**config.mk**
```make
export PLATFORM = sky130hd
export DESIGN_NAME = fu_issue_sched
export DESIGN_NICKNAME = d
export VERILOG_FILES = /design/src/rtl/exec_pkg.sv /design/src/rtl/wb_resv_table.sv /design/src/rtl/fu_issue_sched.sv
export SDC_FILE = /design/constraint.sdc
export NUM_CORES = 1
export LEC_CHECK = 0
export BUFFER_PORTS_ARGS = -buffer_cell sky130_fd_sc_hd__buf_2
export CAP_MARGIN = 15
export CORE_ASPECT_RATIO = 1.4
export CORE_UTILIZATION = 54
export DETAILED_ROUTE_END_ITERATION = 8
export PLACE_DENSITY = 0.73
export SLEW_MARGIN = 30
export SYNTH_ARGS = -nofsm -noshare
export SYNTH_HDL_FRONTEND = slang
export SYNTH_SLANG_ARGS = --single-unit
```
**constraint.sdc**
```tcl
create_clock -name clk -period 3.23 [get_ports clk]
set_clock_uncertainty 0.05 [all_clocks]
set_input_delay 0.646 -clock clk [delete_from_list [all_inputs] [get_ports clk]]
set_output_delay 0.646 -clock clk [all_outputs]
set_load 0.01 [all_outputs]
```
**src/rtl/exec_pkg.sv**
```systemverilog
// Shared execute-stage definitions: functional-unit ids, default field widths
// and the writeback reservation entry.
package exec_pkg;

  localparam logic [2:0] FU_SIMPLE  = 3'd0;
  localparam logic [2:0] FU_FP      = 3'd1;
  localparam logic [2:0] FU_COMPLEX = 3'd2;
  localparam logic [2:0] FU_PRED    = 3'd3;
  localparam logic [2:0] FU_MEM     = 3'd4;
  localparam logic [2:0] FU_NOP     = 3'd5;

  localparam int EXEC_NUM_FU     = 5;
  localparam int EXEC_LAT_W      = 5;
  localparam int EXEC_MAX_LAT    = 16;
  localparam int EXEC_ROB_W      = 4;
  localparam int EXEC_STARVE_LIM = 8;

  typedef struct packed {
    logic                  valid;
    logic [2:0]            fu;
    logic [EXEC_ROB_W-1:0] rob;
  } wb_resv_t;

  // Units whose result cycle is known at issue and must hold a bus slot.
  function automatic logic is_fixed_fu(input logic [2:0] fu);
    return fu <= FU_PRED;
  endfunction

endpackage

```
**src/rtl/wb_resv_table.sv**
```systemverilog
// Writeback reservation shift register: shifts down one slot per cycle, slot 0 is the
// current bus owner; write lands at post-shift index L-1, free check looks at index L.
module wb_resv_table
  import exec_pkg::*;
#(
  parameter int MAX_LAT = EXEC_MAX_LAT,
  parameter int LAT_W   = EXEC_LAT_W
) (
  input  logic                  clk,
  input  logic                  reset,
  input  logic                  wr_en,
  input  logic [LAT_W-1:0]      wr_lat,
  input  logic [2:0]            wr_fu,
  input  logic [EXEC_ROB_W-1:0] wr_rob,
  input  logic [LAT_W-1:0]      chk_lat,
  output logic                  chk_free,
  output logic                  head_vld,
  output logic [2:0]            head_fu,
  output logic [EXEC_ROB_W-1:0] head_rob
);

  localparam int IDX_W = $clog2(MAX_LAT);

  wb_resv_t         r_slot [MAX_LAT];
  wb_resv_t         w_wr_ent;
  logic [IDX_W-1:0] w_wr_idx;
  logic [IDX_W-1:0] w_chk_idx;

  assign w_wr_idx  = IDX_W'(wr_lat - 1'b1);
  assign w_chk_idx = IDX_W'(chk_lat);
  assign w_wr_ent  = '{valid: 1'b1, fu: wr_fu, rob: wr_rob};

  // Index MAX_LAT lies just past the table, so it is never occupied.
  assign chk_free = (32'(chk_lat) >= MAX_LAT) || !r_slot[w_chk_idx].valid;

  assign head_vld = r_slot[0].valid;
  assign head_fu  = r_slot[0].fu;
  assign head_rob = r_slot[0].rob;

  always_ff @(posedge clk) begin
    if (reset) begin
      for (int i = 0; i < MAX_LAT; i++) r_slot[i] <= '0;
    end else begin
      for (int i = 0; i < MAX_LAT - 1; i++) r_slot[i] <= r_slot[i+1];
      r_slot[MAX_LAT-1] <= '0;
      if (wr_en) r_slot[w_wr_idx] <= w_wr_ent;
    end
  end

endmodule

```
**src/rtl/fu_issue_sched.sv**
```systemverilog
// Execute-stage issue scheduler and result-bus arbiter; ready/grant/wb outputs are combinational.
// Optional memory starvation guard: define FU_SCHED_STARVE_GUARD_EN.
module fu_issue_sched
  import exec_pkg::*;
#(
  parameter int NUM_FU  = EXEC_NUM_FU,
  parameter int LAT_W   = EXEC_LAT_W,
  parameter int MAX_LAT = EXEC_MAX_LAT,
  parameter int ROB_W   = EXEC_ROB_W
`ifdef FU_SCHED_STARVE_GUARD_EN
  ,
  parameter int STARVE_LIM = EXEC_STARVE_LIM
`endif
) (
  input  logic              clk,
  input  logic              reset,
  input  logic              issue_valid,
  input  logic [2:0]        issue_fu,
  input  logic [LAT_W-1:0]  issue_lat,
  input  logic [ROB_W-1:0]  issue_rob,
  output logic              issue_ready,
  output logic [NUM_FU-1:0] issue_grant,
  input  logic              mem_full,
  input  logic              mem_done,
  input  logic [ROB_W-1:0]  mem_rob,
  output logic              mem_wb_grant,
  output logic              wb_valid,
  output logic [2:0]        wb_fu,
  output logic [ROB_W-1:0]  wb_rob,
  output logic [NUM_FU-1:0] fu_busy
);

  logic             w_fixed;
  logic             w_lat_ok;
  logic             w_slot_free;
  logic             w_unit_busy;
  logic             w_starve_block;
  logic             w_accept_fixed;
  logic             w_head_vld;
  logic [2:0]       w_head_fu;
  logic [ROB_W-1:0] w_head_rob;
  logic [LAT_W-1:0] r_cnt_fp;
  logic [LAT_W-1:0] r_cnt_cx;

  assign w_fixed  = is_fixed_fu(issue_fu);
  assign w_lat_ok = (issue_lat != '0) && (32'(issue_lat) <= MAX_LAT);

  always_comb begin
    w_unit_busy = 1'b0;
    case (issue_fu)
      FU_FP:      w_unit_busy = (r_cnt_fp != '0);
      FU_COMPLEX: w_unit_busy = (r_cnt_cx != '0);
      default:    w_unit_busy = 1'b0;
    endcase
  end

  always_comb begin
    issue_ready = 1'b0;
    if (reset) begin
      issue_ready = 1'b0;
    end else if (w_fixed) begin
      issue_ready = w_lat_ok && w_slot_free && !w_unit_busy && !w_starve_block;
    end else if (issue_fu == FU_MEM) begin
      issue_ready = !mem_full;
    end else begin
      issue_ready = 1'b1;
    end
  end

  always_comb begin
    issue_grant = '0;
    if (issue_valid && issue_ready && (issue_fu < 3'(NUM_FU))) issue_grant[issue_fu] = 1'b1;
  end

  assign w_accept_fixed = issue_valid && issue_ready && w_fixed;

  wb_resv_table #(
    .MAX_LAT (MAX_LAT),
    .LAT_W   (LAT_W)
  ) u_table (
    .clk      (clk),
    .reset    (reset),
    .wr_en    (w_accept_fixed),
    .wr_lat   (issue_lat),
    .wr_fu    (issue_fu),
    .wr_rob   (issue_rob),
    .chk_lat  (issue_lat),
    .chk_free (w_slot_free),
    .head_vld (w_head_vld),
    .head_fu  (w_head_fu),
    .head_rob (w_head_rob)
  );

  // The accept cycle is the first busy cycle, so L-1 remain; re-issue lands at t+L.
  always_ff @(posedge clk) begin
    if (reset) begin
      r_cnt_fp <= '0;
      r_cnt_cx <= '0;
    end else begin
      if (issue_grant[FU_FP])   r_cnt_fp <= issue_lat - 1'b1;
      else if (r_cnt_fp != '0)  r_cnt_fp <= r_cnt_fp - 1'b1;
      if (issue_grant[FU_COMPLEX]) r_cnt_cx <= issue_lat - 1'b1;
      else if (r_cnt_cx != '0)     r_cnt_cx <= r_cnt_cx - 1'b1;
    end
  end

  always_comb begin
    fu_busy             = '0;
    fu_busy[FU_FP]      = (r_cnt_fp != '0);
    fu_busy[FU_COMPLEX] = (r_cnt_cx != '0);
    fu_busy[FU_MEM]     = mem_full;
  end

  always_comb begin
    mem_wb_grant = 1'b0;
    wb_valid     = 1'b0;
    wb_fu        = '0;
    wb_rob       = '0;
    if (w_head_vld) begin
      wb_valid = 1'b1;
      wb_fu    = w_head_fu;
      wb_rob   = w_head_rob;
    end else if (mem_done) begin
      mem_wb_grant = 1'b1;
      wb_valid     = 1'b1;
      wb_fu        = FU_MEM;
      wb_rob       = mem_rob;
    end
  end

`ifdef FU_SCHED_STARVE_GUARD_EN
  localparam int SC_W = $clog2(STARVE_LIM + 1);
  logic [SC_W-1:0] r_starve_cnt;

  // Saturates at the limit; fixed issue stays blocked until the bus frees up for memory.
  always_ff @(posedge clk) begin
    if (reset) begin
      r_starve_cnt <= '0;
    end else if (mem_done && !mem_wb_grant) begin
      if (r_starve_cnt != SC_W'(STARVE_LIM)) r_starve_cnt <= r_starve_cnt + 1'b1;
    end else begin
      r_starve_cnt <= '0;
    end
  end

  assign w_starve_block = (r_starve_cnt == SC_W'(STARVE_LIM));
`else
  assign w_starve_block = 1'b0;
`endif

endmodule

```
[After elaboration in Yosys (flattened, before gate mapping)]
Memories as Yosys holds them, arrays and structs flattened.
Index checks and enable logic that the tools add are counted.
Word-level totals
  flip-flop bits (word level): 10
  RAM bits: 128
  input port bits: 21
  output and inout port bits: 20
  word-level logic and storage cells: 87
  memories: 1
Memories
  u_table.r_slot: depth 16, width 8, rd ports 17, clocked after Yosys merged registers in 0, write ports 17, line wb_resv_table.sv:24  | wb_resv_t r_slot [MAX_LAT];
Operators by class
  add/sub/neg operators: 3
  order comparisons: 6
  equal/unequal tests: 3
  mux-type cells: 40
  bitwise logic cells: 16
  reduce and logical (&&, ||, !) cells: 16
Operator list (count)
  8-bit 2-to-1 mux: 16
  5-bit 2-to-1 mux: 5
  1-bit bitwise OR: 16
  5-bit nonzero test: 3
  5-bit by 1-bit subtractor with 5-bit output, second input constant: 3
  1-bit 2-to-1 mux: 13
  4-bit 2-to-1 mux: 2
  1-bit logical AND: 7
  3-bit 2-to-1 mux: 2
  5-bit greater-or-equal comparator, second input constant: 1
  5-bit less-or-equal comparator, second input constant: 1
  3-bit by 4-bit < comparator with 1-bit output, second input constant: 1
  2-bit nonzero test: 2
  1-bit demux with 3-bit select: 1
  3-bit by 1-bit == test with 1-bit output, second input constant: 1
  3-bit by 2-bit == test with 1-bit output, second input constant: 1
  3-bit == test, second input constant: 1
  3-bit by 1-bit greater-or-equal comparator with 1-bit output, second input constant: 1
  3-bit by 2-bit less-or-equal comparator with 1-bit output, second input constant: 1
  1-bit zero test: 3
  3-bit < comparator, second input constant: 1
  1-bit case mux with 2 select lines: 1
  1-bit logical OR: 1

[Logic depth before layout (Yosys ltp)]
An unclocked memory read counts as a cell.
  word-level depth: 12
  gate-level depth with buffers: 11
  mapped depth without buffers: 9

[Cells and area by module]
From an unflattened synthesis, not the netlist that was laid out.
Unflattened totals
  cells, all modules: 611
  area total of the unflattened synthesis: 5417.7 um^2
By module, submodules not included
  wb_resv_table: times used 1, cells an instance 504, area an instance 4539.4 um^2
  fu_issue_sched: times used 1, cells an instance 107, area an instance 878.3 um^2

[Least setup slack after synthesis]
OpenSTA, ideal clock, no wires.
  kind: in2out
  from: input issue_lat[0]
  to: output issue_grant[1]
  arrival: 2595 ps
  data required time: 2534 ps
  path slack: -61 ps
  cell stages on the path: 10
  path buffers: 2
  cells stage by stage: buf_6 -> inv_1 -> ha_1 -> nor3b_1 -> ha_1 -> a21oi_1 -> nand3_2 -> or3_1 -> clkbuf_1 -> inv_1
On the way
  cells in the longest elaborated chain, start to end: 10
  elaborated cells between the ends (all ways): 14
  classes of those cells: order compare (2); mux (3); reduce/logical (8); memory (1)
Ends and longest elaborated chain
  start: declaration: line fu_issue_sched.sv:19  | input logic [LAT_W-1:0] issue_lat,
  memory 16 x 8 bit
  1-bit zero test: line wb_resv_table.sv:34  | assign chk_free = (32'(chk_lat) >= MAX_LAT) || !r_slot[w_chk_idx].valid;
  1-bit logical OR: line wb_resv_table.sv:34
  1-bit logical AND (*) (2 in series): line fu_issue_sched.sv:62  | issue_ready = w_lat_ok && w_slot_free && !w_unit_busy && !w_starve_block;
  1-bit 2-to-1 mux (*): line fu_issue_sched.sv:61  | end else if (w_fixed) begin
  1-bit 2-to-1 mux (*): line fu_issue_sched.sv:59  | if (reset) begin
  1-bit logical AND (*) (2 in series): line fu_issue_sched.sv:72  | if (issue_valid && issue_ready && (issue_fu < 3'(NUM_FU))) issue_grant[issue_fu] = 1'b1;
  5-bit 2-to-1 mux (*): line fu_issue_sched.sv:72
  end: declaration: line fu_issue_sched.sv:22  | output logic [NUM_FU-1:0] issue_grant,
Mark *: on every way between the ends. The rest lies on a longest branch, timed or not.

[Final worst setup path]
Ends and elaborated chain as after synthesis.

==> flow_summary.toml <==
[route]
met2_length_um = 6250
number_of_remaining_drc_errors = 0
routedLengthMet1_um = 4510
met3_wl_um = 289
wire_per_inst_um = 15.2
finalWirelength_um = 11200
drt_pass1_iterations = 4
antenna_left = 0
vias = 3828
avgViaCountPerCell = 5.19
top_layer_used = "met4"
detailedRoute.firstIterationViolations = 147

[synth]
synth_enable_flop_cells = 0
synth_async_sr_flop_share_pct = 0
yosysSeqAreaShare_pct = 46.3
post_synth_instance_area_um2 = 5970
synthDistinctLibCells = 43
most_used_dff_post_synth = "sky130_fd_sc_hd__dfxtp_1"
synth_warnings = 0
synth.avg_cell_area_um2 = 11.5
yosys_register_bits = 138
synth_cells = 520

[setup_path]
crit-reg2reg-capture = "u_table.r_slot[1][4]$_DFF_P_"
type_of_origin_of_the_critical_path = "primary input"
crit_arrival_ns = 2.36
slowest_cell_on_the_critical_path = "sky130_fd_sc_hd__or3_1"
worstRegToRegCells = 10
data_required_time_of_the_critical_path_ns = 2.53
cp_slowest_stage_delay_ns = 0.38
worstReg2RegStart = "r_cnt_cx[0]$_SDFFE_PP0P_"
worstPathBufferInverterCount = 4
critical_path.top_delay_family = "simple AND/OR/NAND/NOR gates"
criticalPathCategory = "in -> out"
worstPathCellList = "buf_2 > inv_1 > ha_1 > nor3b_4 > ha_1 > nor3_1 > o211ai_1 > nand3_2 > or3_1 > inv_1 > buf_2"
critPathCaptureType = "output port"
reg2reg_setup_slack_ns = 0.59
cp_max_fo = 5

[power_and_ir_drop]
seqPwrFrac_pct = 39.5
clkPwrFrac_pct = 44.5
power_leakage_nw = 3.14
net-switching-power_mw = 1.16
ir_worst_vdd_uv = 349
power_per_unit_of_standard_cell_area_nw_per_um2 = 651
netSwitchingFraction_pct = 25.0
pwr-share-comb_pct = 15.9
p_int_mw = 3.49
power_mw = 4.65

[timing]
grt_setup_unrepaired = "false"
final-hold-violation-count = 0
fin_crit_sh_pct = 94.7
worst_slew_pin_slew_ns = 0.796
finalWorstSetupSlack_ns = 0.171
layout_min_cycle_time_ns = 3.06
setup_tns_ns = 0
timing_max_transition_violations_final = 0
fmax_ghz = 0.327
setup_viols_final = 0
slew-limit-headroom_pct = 46.9
fin_worst_hold_slack_ns = 0.397

[min_path]
hold_path.startpoint = "u_table.r_slot[4][7]$_SDFF_PP1_"
terminating_pin_of_the_worst_hold_path = "u_table.r_slot[3][7]$_SDFF_PP1_"
hold_class = "reg -> reg"
min_path_cells = 1

[placed_design]
hpwl_um = 7490
pre_cts_ws_ns = 0.0775
place.port_buffers = 38
dp_cells = 698
gp_congestion = 0.873

[final_layout]
finish.cell_count_without_fillers = 737
antenna-diode-count = 0
layout-drive-gt1-share_pct = 38.3
nets = 614
area_growth_from_synthesis_to_layout_pct = 19.9

[global_routing]
grt_start_max_net_pins = 115
globalRouteOverflowTotal = 0
grt_pass1_wl_um = 18600
grtUsageTotal_pct = 20.7
antenna_found_initial = 0
via_count_of_the_first_global_routing_pass = 3859

[floorplanning]
fp.dieW_um = 90.8
boundaryPins = 41
floorplan.initialDensity_pct = 55.2
die_h_um = 126
design.die.area_um2 = 11500
placeable_area_um2 = 10800
rows = 45

[clock_network]
h-tree-depth = 4
cts_num_sinks = 138
insertion_delay_ns = 0.41
cts_hold_buf = 0
cts_tree = "built"
cts_buffers = 17
clockRootBuffer = "sky130_fd_sc_hd__clkbuf_16"
clkSlewWorstSetupHoldPaths_ns = 0.05
clock_tree.buffer_depth = 2

[flow_run]
maxCapViolCount = 0

[run_status]
run_status = "completed"
-- power by group through the flow --
stage / Combinational, mW / Clock, mW / Sequential (mW)
floorplan: 0.497 / 0 / 1.86
global placement: 0.611 / 0 / 1.87
detailed placement: 0.644 / 0 / 1.87
CTS: 0.650 / 2.10 / 1.84
global route: 0.809 / 2.19 / 1.85
finish: 0.742 / 2.07 / 1.84
-- worst max path at each step --
stage	from	endpoint	slack [ns]	cells past startpoint
final	issue_lat[0]	issue_grant[1]	0.17	11
after global placement	issue_lat[0]	u_table.r_slot[0][2]$_DFF_P_	0.14	11
after floorplan	issue_lat[0]	issue_grant[1]	0.04	10
after CTS	r_cnt_cx[0]$_SDFFE_PP0P_	issue_grant[1]	0.02	9
after detailed placement	issue_lat[0]	u_table.r_slot[7][3]$_DFF_P_	0.08	11
after global routing	issue_lat[0]	issue_grant[1]	0.03	11
-- metal layers --
metal  track usage, %  vias to the layer above
li1                 -                     1901
met1             21.9                     1841
met2             39.2                       65
met3             4.74                       21
met4             8.40                        0
met5                0                        -
-- Yosys cell counts (3+ instances only) --
| cell | instances | share of area, % |
|---|---|---|
| sky130_fd_sc_hd__nor2_1 | 10 | 0.63 |
| sky130_fd_sc_hd__nor3b_1 | 16 | 2.0 |
| sky130_fd_sc_hd__a22o_1 | 4 | 0.59 |
| sky130_fd_sc_hd__or3_1 | 3 | 0.31 |
| sky130_fd_sc_hd__xnor2_1 | 5 | 0.73 |
| sky130_fd_sc_hd__nand2_1 | 16 | 1.0 |
| sky130_fd_sc_hd__buf_6 | 3 | 0.57 |
| sky130_fd_sc_hd__a21o_1 | 16 | 2.0 |
| sky130_fd_sc_hd__and2_1 | 8 | 0.84 |
| sky130_fd_sc_hd__buf_4 | 4 | 0.50 |
| sky130_fd_sc_hd__clkbuf_1 | 26 | 1.6 |
| sky130_fd_sc_hd__mux2_2 | 90 | 17 |
| sky130_fd_sc_hd__a21oi_1 | 6 | 0.50 |
| sky130_fd_sc_hd__mux2i_1 | 6 | 1.0 |
| sky130_fd_sc_hd__xor2_1 | 3 | 0.44 |
| sky130_fd_sc_hd__nor2b_1 | 92 | 9.6 |
| sky130_fd_sc_hd__ha_1 | 10 | 2.1 |
| sky130_fd_sc_hd__nor3_1 | 6 | 0.50 |
| sky130_fd_sc_hd__nor4_4 | 15 | 5.3 |
| sky130_fd_sc_hd__dfxtp_1 | 138 | 46 |
| sky130_fd_sc_hd__inv_1 | 11 | 0.69 |
-- kinds of logic (layout without fill, tap and decap cells) --
group                    after synthesis  count (layout)  synth area share (%)
multiplexers                          98              98                  18.7
other                                  1               3                0.0629
AND/OR/NAND/NOR                      179             179                  22.5
XOR/XNOR                              11              11                  1.99
buffers and inverters                 44             118                  3.40
AO/OA/AOI/OAI                         39              39                  4.84
adder cells (fa/ha/maj)               10              10                  2.10
flip-flops                           138             138                  46.3
-- area by class of cell --
cell class / count / area, um^2
sequential: 138 / 2760
tap: 141 / 176
clock buffer: 22 / 484
timing repair buffer: 75 / 474
fill: 846 / 3660
inverter: 11 / 41.3
multi-input combinational: 340 / 3050
clock inverter: 10 / 160
-- registers in the layout (all words and copies together) (netlist names) --
register	cells
u_table.r_slot	128
r_cnt_fp	5
r_cnt_cx	5
-- cells in the final DEF (no fill, tap or decap), types with 6 or more instances in the layout --
master,n
sky130_fd_sc_hd__a21o_1,16
sky130_fd_sc_hd__and2_1,8
sky130_fd_sc_hd__buf_2,37
sky130_fd_sc_hd__buf_4,37
sky130_fd_sc_hd__clkbuf_16,17
sky130_fd_sc_hd__dfxtp_1,138
sky130_fd_sc_hd__ha_1,10
sky130_fd_sc_hd__inv_1,11
sky130_fd_sc_hd__mux2_2,90
sky130_fd_sc_hd__mux2i_1,6
sky130_fd_sc_hd__nand2_1,16
sky130_fd_sc_hd__nor2_1,10
sky130_fd_sc_hd__nor2b_1,92
sky130_fd_sc_hd__nor3_1,6
sky130_fd_sc_hd__nor3b_1,15
sky130_fd_sc_hd__nor4_4,15
-- repair_timing --
action | CTS | global route
setup endpoints to repair | 0 | 1
setup buffers | 0 | 7
resized for setup | 0 | 2
-- stage by stage --
step,cell area (um^2),util [%]
floorplan,5980,-
global placement,6420,59.4
detailed placement,6430,59.5
CTS,7080,65.5
global route,7150,66.2
finish,7150,66.2
Note: power is estimated with default switching activity, not from simulation.
